===== config.mk =====
export PLATFORM = sky130hd
export DESIGN_NAME = scratchpad_arbiter_flat
export DESIGN_NICKNAME = d
export VERILOG_FILES = /design/src/rtl/scratchpad_arbiter_if.sv /design/src/rtl/scratchpad_arbiter.sv /design/src/flat_wrapper.sv
export SDC_FILE = /design/constraint.sdc
export NUM_CORES = 1
export LEC_CHECK = 0
export BUFFER_PORTS_ARGS = -buffer_cell sky130_fd_sc_hd__buf_2
export CAP_MARGIN = 20
export CORE_ASPECT_RATIO = 1.2
export CORE_UTILIZATION = 30
export CTS_CLUSTER_SIZE = 20
export DETAILED_ROUTE_END_ITERATION = 8
export PLACE_DENSITY = 0.7
export SLEW_MARGIN = 0
export SYNTH_ARGS = -nofsm -noshare
export SYNTH_HDL_FRONTEND = slang
export SYNTH_SLANG_ARGS = --single-unit

===== constraint.sdc =====
create_clock -name clk -period 1.8 [get_ports clk]
set_clock_uncertainty 0.1 [all_clocks]
set_input_delay 0.18 -clock clk [delete_from_list [all_inputs] [get_ports clk]]
set_output_delay 0.18 -clock clk [all_outputs]
set_load 0.01 [all_outputs]

===== src/rtl/scratchpad_arbiter_if.sv =====
// Exe, host and SRAM-side signal bundle for the scratchpad arbiter.
// slave = arbiter side; master = environment (exe pipeline, host port, SRAM).
interface scratchpad_arbiter_if #(
    parameter int ADDR_WIDTH = 10,
    parameter int DATA_WIDTH = 32
);
    logic                  exe_mem_wen;
    logic                  exe_mem_ren;
    logic [ADDR_WIDTH-1:0] exe_mem_addr;
    logic [DATA_WIDTH-1:0] exe_mem_wdata;
    logic [DATA_WIDTH-1:0] exe_mem_rdata;

    logic                  host_valid;
    logic                  host_ready;
    logic                  host_we;
    logic [ADDR_WIDTH-1:0] host_addr;
    logic [DATA_WIDTH-1:0] host_wdata;
    logic                  host_rvalid;
    logic [DATA_WIDTH-1:0] host_rdata;
    logic                  host_starved;

    logic                  sp_wen;
    logic                  sp_ren;
    logic [ADDR_WIDTH-1:0] sp_addr;
    logic [DATA_WIDTH-1:0] sp_wdata;
    logic [DATA_WIDTH-1:0] sp_rdata;

    modport slave (
        input  exe_mem_wen, exe_mem_ren, exe_mem_addr, exe_mem_wdata,
        output exe_mem_rdata,
        input  host_valid, host_we, host_addr, host_wdata,
        output host_ready, host_rvalid, host_rdata, host_starved,
        output sp_wen, sp_ren, sp_addr, sp_wdata,
        input  sp_rdata
    );

    modport master (
        output exe_mem_wen, exe_mem_ren, exe_mem_addr, exe_mem_wdata,
        input  exe_mem_rdata,
        output host_valid, host_we, host_addr, host_wdata,
        input  host_ready, host_rvalid, host_rdata, host_starved,
        input  sp_wen, sp_ren, sp_addr, sp_wdata,
        output sp_rdata
    );
endinterface


===== src/rtl/scratchpad_arbiter.sv =====
// Shares the single-port scratchpad: exe pipeline always wins, host requests slip into idle cycles.
// Latency: exe 0 cycles to SRAM; host accept N, issue N+1 (exe idle), rvalid N+2. Optional SCRATCHPAD_ARB_PERF_EN.
// Backpressure: exe never stalls; host_ready drops while the 1-entry pending buffer is occupied.
module scratchpad_arbiter #(
    parameter int ADDR_WIDTH     = 10,
    parameter int DATA_WIDTH     = 32,
    parameter int WAIT_CNT_WIDTH = 8,
    parameter int STARVE_LIMIT   = 64
) (
    input  logic                clk,
    input  logic                rst,
    scratchpad_arbiter_if.slave bus,
    output logic [31:0]         perf_conflict
);
    typedef struct packed {
        logic                  we;
        logic [ADDR_WIDTH-1:0] addr;
        logic [DATA_WIDTH-1:0] wdata;
    } host_req_t;

    localparam logic [WAIT_CNT_WIDTH-1:0] STARVE_LIM_W = WAIT_CNT_WIDTH'(STARVE_LIMIT);

    host_req_t                 pend_req;
    logic                      pend;
    logic                      host_ready_q;
    logic                      rd_owner_host;
    logic                      starved_q;
    logic [WAIT_CNT_WIDTH-1:0] wait_cnt;

    logic                      exe_active;
    logic                      host_accept;
    logic                      host_issue;
    logic                      pend_nxt;
    logic [WAIT_CNT_WIDTH-1:0] wait_cnt_nxt;

    assign exe_active  = bus.exe_mem_wen | bus.exe_mem_ren;
    assign host_accept = bus.host_valid & host_ready_q;
    assign host_issue  = pend & ~exe_active;
    assign pend_nxt    = host_accept | (pend & ~host_issue);

    always_comb begin
        bus.sp_wen   = bus.exe_mem_wen;
        bus.sp_ren   = bus.exe_mem_ren;
        bus.sp_addr  = bus.exe_mem_addr;
        bus.sp_wdata = bus.exe_mem_wdata;
        if (host_issue) begin
            bus.sp_wen   = pend_req.we;
            bus.sp_ren   = ~pend_req.we;
            bus.sp_addr  = pend_req.addr;
            bus.sp_wdata = pend_req.wdata;
        end
    end

    // Saturating: a counter that wrapped would silently drop host_starved.
    always_comb begin
        wait_cnt_nxt = wait_cnt;
        if (host_accept) begin
            wait_cnt_nxt = '0;
        end else if (pend && exe_active && (wait_cnt != '1)) begin
            wait_cnt_nxt = wait_cnt + WAIT_CNT_WIDTH'(1);
        end
    end

    always_ff @(posedge clk or posedge rst) begin
        if (rst) begin
            pend          <= 1'b0;
            pend_req      <= '0;
            host_ready_q  <= 1'b1;
            rd_owner_host <= 1'b0;
            wait_cnt      <= '0;
            starved_q     <= 1'b0;
        end else begin
            pend          <= pend_nxt;
            host_ready_q  <= ~pend_nxt;
            rd_owner_host <= host_issue & ~pend_req.we;
            wait_cnt      <= wait_cnt_nxt;
            starved_q     <= pend_nxt && (wait_cnt_nxt >= STARVE_LIM_W);
            if (host_accept) begin
                pend_req <= '{we: bus.host_we, addr: bus.host_addr, wdata: bus.host_wdata};
            end
        end
    end

    assign bus.host_ready    = host_ready_q;
    assign bus.host_rvalid   = rd_owner_host;
    assign bus.host_rdata    = bus.sp_rdata;
    assign bus.exe_mem_rdata = bus.sp_rdata;
    assign bus.host_starved  = starved_q;

`ifdef SCRATCHPAD_ARB_PERF_EN
    logic [31:0] perf_q;

    always_ff @(posedge clk or posedge rst) begin
        if (rst) begin
            perf_q <= 32'd0;
        end else if (pend && exe_active) begin
            perf_q <= perf_q + 32'd1;
        end
    end

    assign perf_conflict = perf_q;
`else
    assign perf_conflict = 32'd0;
`endif
endmodule

===== src/flat_wrapper.sv =====
// flat-port wrapper written by rule: the top's interface ports become plain ports
module scratchpad_arbiter_flat 
#(
    parameter int ADDR_WIDTH     = 10,
    parameter int DATA_WIDTH     = 32,
    parameter int WAIT_CNT_WIDTH = 8,
    parameter int STARVE_LIMIT   = 64
)
  (clk, rst, perf_conflict, bus_exe_mem_wen, bus_exe_mem_ren, bus_exe_mem_addr, bus_exe_mem_wdata, bus_exe_mem_rdata, bus_host_valid, bus_host_we, bus_host_addr, bus_host_wdata, bus_host_ready, bus_host_rvalid, bus_host_rdata, bus_host_starved, bus_sp_wen, bus_sp_ren, bus_sp_addr, bus_sp_wdata, bus_sp_rdata);
  scratchpad_arbiter_if #(.ADDR_WIDTH(ADDR_WIDTH), .DATA_WIDTH(DATA_WIDTH)) bus_i ();
  input  logic clk;
  input  logic rst;
  output logic [31:0] perf_conflict;
  input wire logic [$bits(bus_i.exe_mem_wen)-1:0] bus_exe_mem_wen;
  input wire logic [$bits(bus_i.exe_mem_ren)-1:0] bus_exe_mem_ren;
  input wire logic [$bits(bus_i.exe_mem_addr)-1:0] bus_exe_mem_addr;
  input wire logic [$bits(bus_i.exe_mem_wdata)-1:0] bus_exe_mem_wdata;
  output wire logic [$bits(bus_i.exe_mem_rdata)-1:0] bus_exe_mem_rdata;
  input wire logic [$bits(bus_i.host_valid)-1:0] bus_host_valid;
  input wire logic [$bits(bus_i.host_we)-1:0] bus_host_we;
  input wire logic [$bits(bus_i.host_addr)-1:0] bus_host_addr;
  input wire logic [$bits(bus_i.host_wdata)-1:0] bus_host_wdata;
  output wire logic [$bits(bus_i.host_ready)-1:0] bus_host_ready;
  output wire logic [$bits(bus_i.host_rvalid)-1:0] bus_host_rvalid;
  output wire logic [$bits(bus_i.host_rdata)-1:0] bus_host_rdata;
  output wire logic [$bits(bus_i.host_starved)-1:0] bus_host_starved;
  output wire logic [$bits(bus_i.sp_wen)-1:0] bus_sp_wen;
  output wire logic [$bits(bus_i.sp_ren)-1:0] bus_sp_ren;
  output wire logic [$bits(bus_i.sp_addr)-1:0] bus_sp_addr;
  output wire logic [$bits(bus_i.sp_wdata)-1:0] bus_sp_wdata;
  input wire logic [$bits(bus_i.sp_rdata)-1:0] bus_sp_rdata;
  assign bus_i.exe_mem_wen = bus_exe_mem_wen;
  assign bus_i.exe_mem_ren = bus_exe_mem_ren;
  assign bus_i.exe_mem_addr = bus_exe_mem_addr;
  assign bus_i.exe_mem_wdata = bus_exe_mem_wdata;
  assign bus_exe_mem_rdata = bus_i.exe_mem_rdata;
  assign bus_i.host_valid = bus_host_valid;
  assign bus_i.host_we = bus_host_we;
  assign bus_i.host_addr = bus_host_addr;
  assign bus_i.host_wdata = bus_host_wdata;
  assign bus_host_ready = bus_i.host_ready;
  assign bus_host_rvalid = bus_i.host_rvalid;
  assign bus_host_rdata = bus_i.host_rdata;
  assign bus_host_starved = bus_i.host_starved;
  assign bus_sp_wen = bus_i.sp_wen;
  assign bus_sp_ren = bus_i.sp_ren;
  assign bus_sp_addr = bus_i.sp_addr;
  assign bus_sp_wdata = bus_i.sp_wdata;
  assign bus_i.sp_rdata = bus_sp_rdata;
  scratchpad_arbiter #(.ADDR_WIDTH(ADDR_WIDTH), .DATA_WIDTH(DATA_WIDTH), .WAIT_CNT_WIDTH(WAIT_CNT_WIDTH), .STARVE_LIMIT(STARVE_LIMIT)) u_core (.clk(clk), .rst(rst), .bus(bus_i), .perf_conflict(perf_conflict));
endmodule

==> flow_summary_export.csv <==
group,metric,value,unit
setup_path,critPathMostFrequentCell,"buf_6",
logic_synthesis,synth-edff-count,0,
logic_synthesis,synthMuxAreaShare,14.0,%
setup_path,path_cells,"nor3b_4, buf_6, clkbuf_16, mux2_4, buf_6",
routing,viasPerCell,4.39,
layout,fill_cells,988,
grt,grt_usage,15.5,%
outcome,violations,"negative setup slack",
routing,totalWireLength,10400,um
grt,grt_overflow,0,
clock_tree,htreeDepth,2,
die,ioPinCount,265,
place,place_inst,602,
logic_synthesis,synth_xor_area_share,0.763,%
setup_path,crit_fanout,5,
grt,grt_pass1_vias,2825,
routing,drcViolationCount,0,
setup_path,cp_slowest_cell,"dfrtp_1",
die,coreArea,11100,um2
setup_path,arrival,1.72,ns
logic_synthesis,synthSimpleGateAreaFrac,18.2,%
layout,multiInputGateArea,1550,um2
place,dp_slack,0.109,ns
layout,area_growth,42.1,%
flow_run,maxCapViolations,0,
routing,ant_nets,0,
logic_synthesis,synth_cell_types,41,
power,leakagePower,2.56,nW
logic_synthesis,synth-compound-area-share,3.74,%
routing,via_count,2911,
logic_synthesis,ys_async_sr_fraction,100,%
layout,num-nets-final,630,
place,portBuffers,136,
place,gp_congestion,0.748,
worst_hold_path,hp-class,"primary input to flop",
logic_synthesis,ys_ff_latch,55,
clock_tree,ctsRootBufferMaster,"clkbuf_16",
logic_synthesis,synth_top_family_by_area,"buffers and inverters",
die,start_util,31.1,%
logic_synthesis,synth.largest_area_cell,"dfrtp_1",
timing,hold_viol_final,0,
clock_tree,clock_latency,0.30,ns
timing,fmax,499,MHz
timing,fin_crit,2.00,ns
logic_synthesis,syn_inst,384,
layout,final_util,44.2,%
layout,fin_cells,663,
layout,layout-drive-gt1-share,42.5,%
die,core.rowCount,42,
die,die_y,119,um
timing,setup_viol,43,
logic_synthesis,synth_warnings,0,
routing,detail_route.wl_per_cell,15.8,um
logic_synthesis,synth.avg_cell_area,8.97,um2
timing,drv_slew,0,
clock_tree,clockBufferDepth,2,
clock_tree,clock-sinks,55,
logic_synthesis,netlist.area_leader.share,39.2,%
setup_path,critPathRequiredTime,1.52,ns
logic_synthesis,syn-cell-area,3450,um2
grt,grt_pass1_wl,14100,um
outcome,outcome,"finished, violations left",
timing,fin_ws,-0.204,ns
logic_synthesis,yosys_most_used_dff,"dfrtp_1",
power,pwr_density_cell,922,nW/um2
setup_path,cp-start-kind,"flop",
power,peakVddDrop,0.428,mV
die,die_area,11900,um2
clock_tree,cts_tree,"done",
timing,setup-tns-final,-6.39,ns
clock_tree,path_clk_slew,0.08,ns
layout,area.sequential,1380,um2
timing,period_share,111,%
logic_synthesis,synth_fa_ha_area_share,0.363,%
setup_path,worst_path_largest_cell_delay,0.36,ns
routing,dr.pass1.iters,4,
place,dpl.hpwl,5850,um
timing,rsz0062_at_grt,"yes",
routing,drt_iter0_drc,87,
grt,antenna_found_initial,2,
setup_path,crit_type,"flop to output pin",
grt,grt_max_degree,39,
logic_synthesis,synth_seq_area_share,40.0,%
logic_synthesis,synth_area_leaders,"dfrtp_1 (39%), buf_4 (21%), nand2_1 (14%), mux2_2 (14%), buf_2 (0.87%)",
setup_path,critical_path.endpoint_type,"output pin",
clock_tree,cts_inserted_buffers,5,
die,die_width,99.8,um
## synth_stat cells, types with 2 or more instances
| library cell | count |
|---|---|
| buf_2 | 6 |
| inv_1 | 2 |
| a21oi_1 | 2 |
| clkbuf_1 | 7 |
| dfrtp_1 | 54 |
| o21ai_0 | 2 |
| xor2_1 | 2 |
| buf_4 | 96 |
| o21a_1 | 2 |
| nor2_1 | 7 |
| nand2_1 | 132 |
| and2_1 | 2 |
| mux2_2 | 42 |
## layout make-up
type / count / area share (%)
timing repair buffer: 195 / 32.9
multi-input combinational: 248 / 31.6
sequential: 55 / 28.1
tap: 154 / 3.94
clock buffer: 5 / 2.56
clock inverter: 3 / 0.639
inverter: 2 / 0.153
antenna: 1 / 0.0511
## worst paths after layout
path | start | to | slack, ns | cells after the start
hold / removal | bus_host_addr[2] | u_core.pend_req[34] | 0.01 | 3
setup reg to reg | u_core.wait_cnt[0] | u_core.bus.host_starved | 0.03 | 5
min in group asynchronous | rst | u_core.pend_req[12] | 0.35 | 4
hold reg to reg | u_core.pend_req[24] | u_core.pend_req[24] | 0.38 | 2
max in group asynchronous | rst | u_core.wait_cnt[0] | 0.80 | 4
setup / recovery | u_core.pend | bus_sp_wdata[5] | -0.20 | 5
## sequential cells by signal, summed over array words and instances, names as in the netlist
signal / flops
u_core.bus.host_starved: 1
u_core.pend_req: 43
u_core.pend: 1
u_core.wait_cnt: 8
u_core.bus.host_rvalid: 1
u_core.bus.host_ready: 1
## cell families after synthesis
family / after synthesis
compound gates: 16
other cells: 1
flops: 55
xor+xnor: 3
buf+inv: 112
mux: 43
fa+ha+maj: 1
simple gates: 153
## cell usage in the layout, fill, tap and decap left out, drive strengths merged, types with 2 or more instances in the layout
master,netlist,routed
buf,103,150
mux2,42,42
o21ai,3,3
xor2,2,2
inv,2,4
nor2,7,7
dlygate4sd3,0,42
dfrtp,54,54
nand3,2,2
conb,1,32
a21oi,2,2
o21a,2,2
clkbuf,7,8
or2,2,2
and2,3,3
nand2,132,132
## critical path: cells and delay by family (launching register included)
kind          cells  cell delay, ns
mux               1            0.32
buf+inv           3            0.52
flops             1            0.36
simple gates      1            0.23
## layer usage
layer	routed length [um]	GRT usage (%)	vias to the layer above
met1	3660	15.9	1371
li1	-	-	1344
met5	17	0	-
met4	493	9.56	2
met3	739	3.17	54
met2	5540	28.5	140
## stage by stage
step	hold slack, ns	total power [mW]	area, um2
final	0.0142	4.51	4900
after global routing	0.0336	4.83	4890
after CTS	0.0158	4.33	4590
after detailed placement	0.124	3.00	3730
after global placement	0.121	2.95	3730
after floorplan	0.185	2.75	3560
## timing repair
action                                 4_1_cts  5_1_grt
buffers inserted                             3        1
hold buffers                                42        0
endpoints found under the hold margin       95        0
resized for setup                           38       45
setup endpoints to repair                   44       44
pin swaps                                    0        1
gates cloned                                 3        3
## report_power, final
group          internal, mW  total, mW  switching [mW]
registers              1.62       1.87           0.250
logic                 0.856       1.59           0.738
clock network         0.540       1.05           0.513
Power figures use the tool's default switching activity.
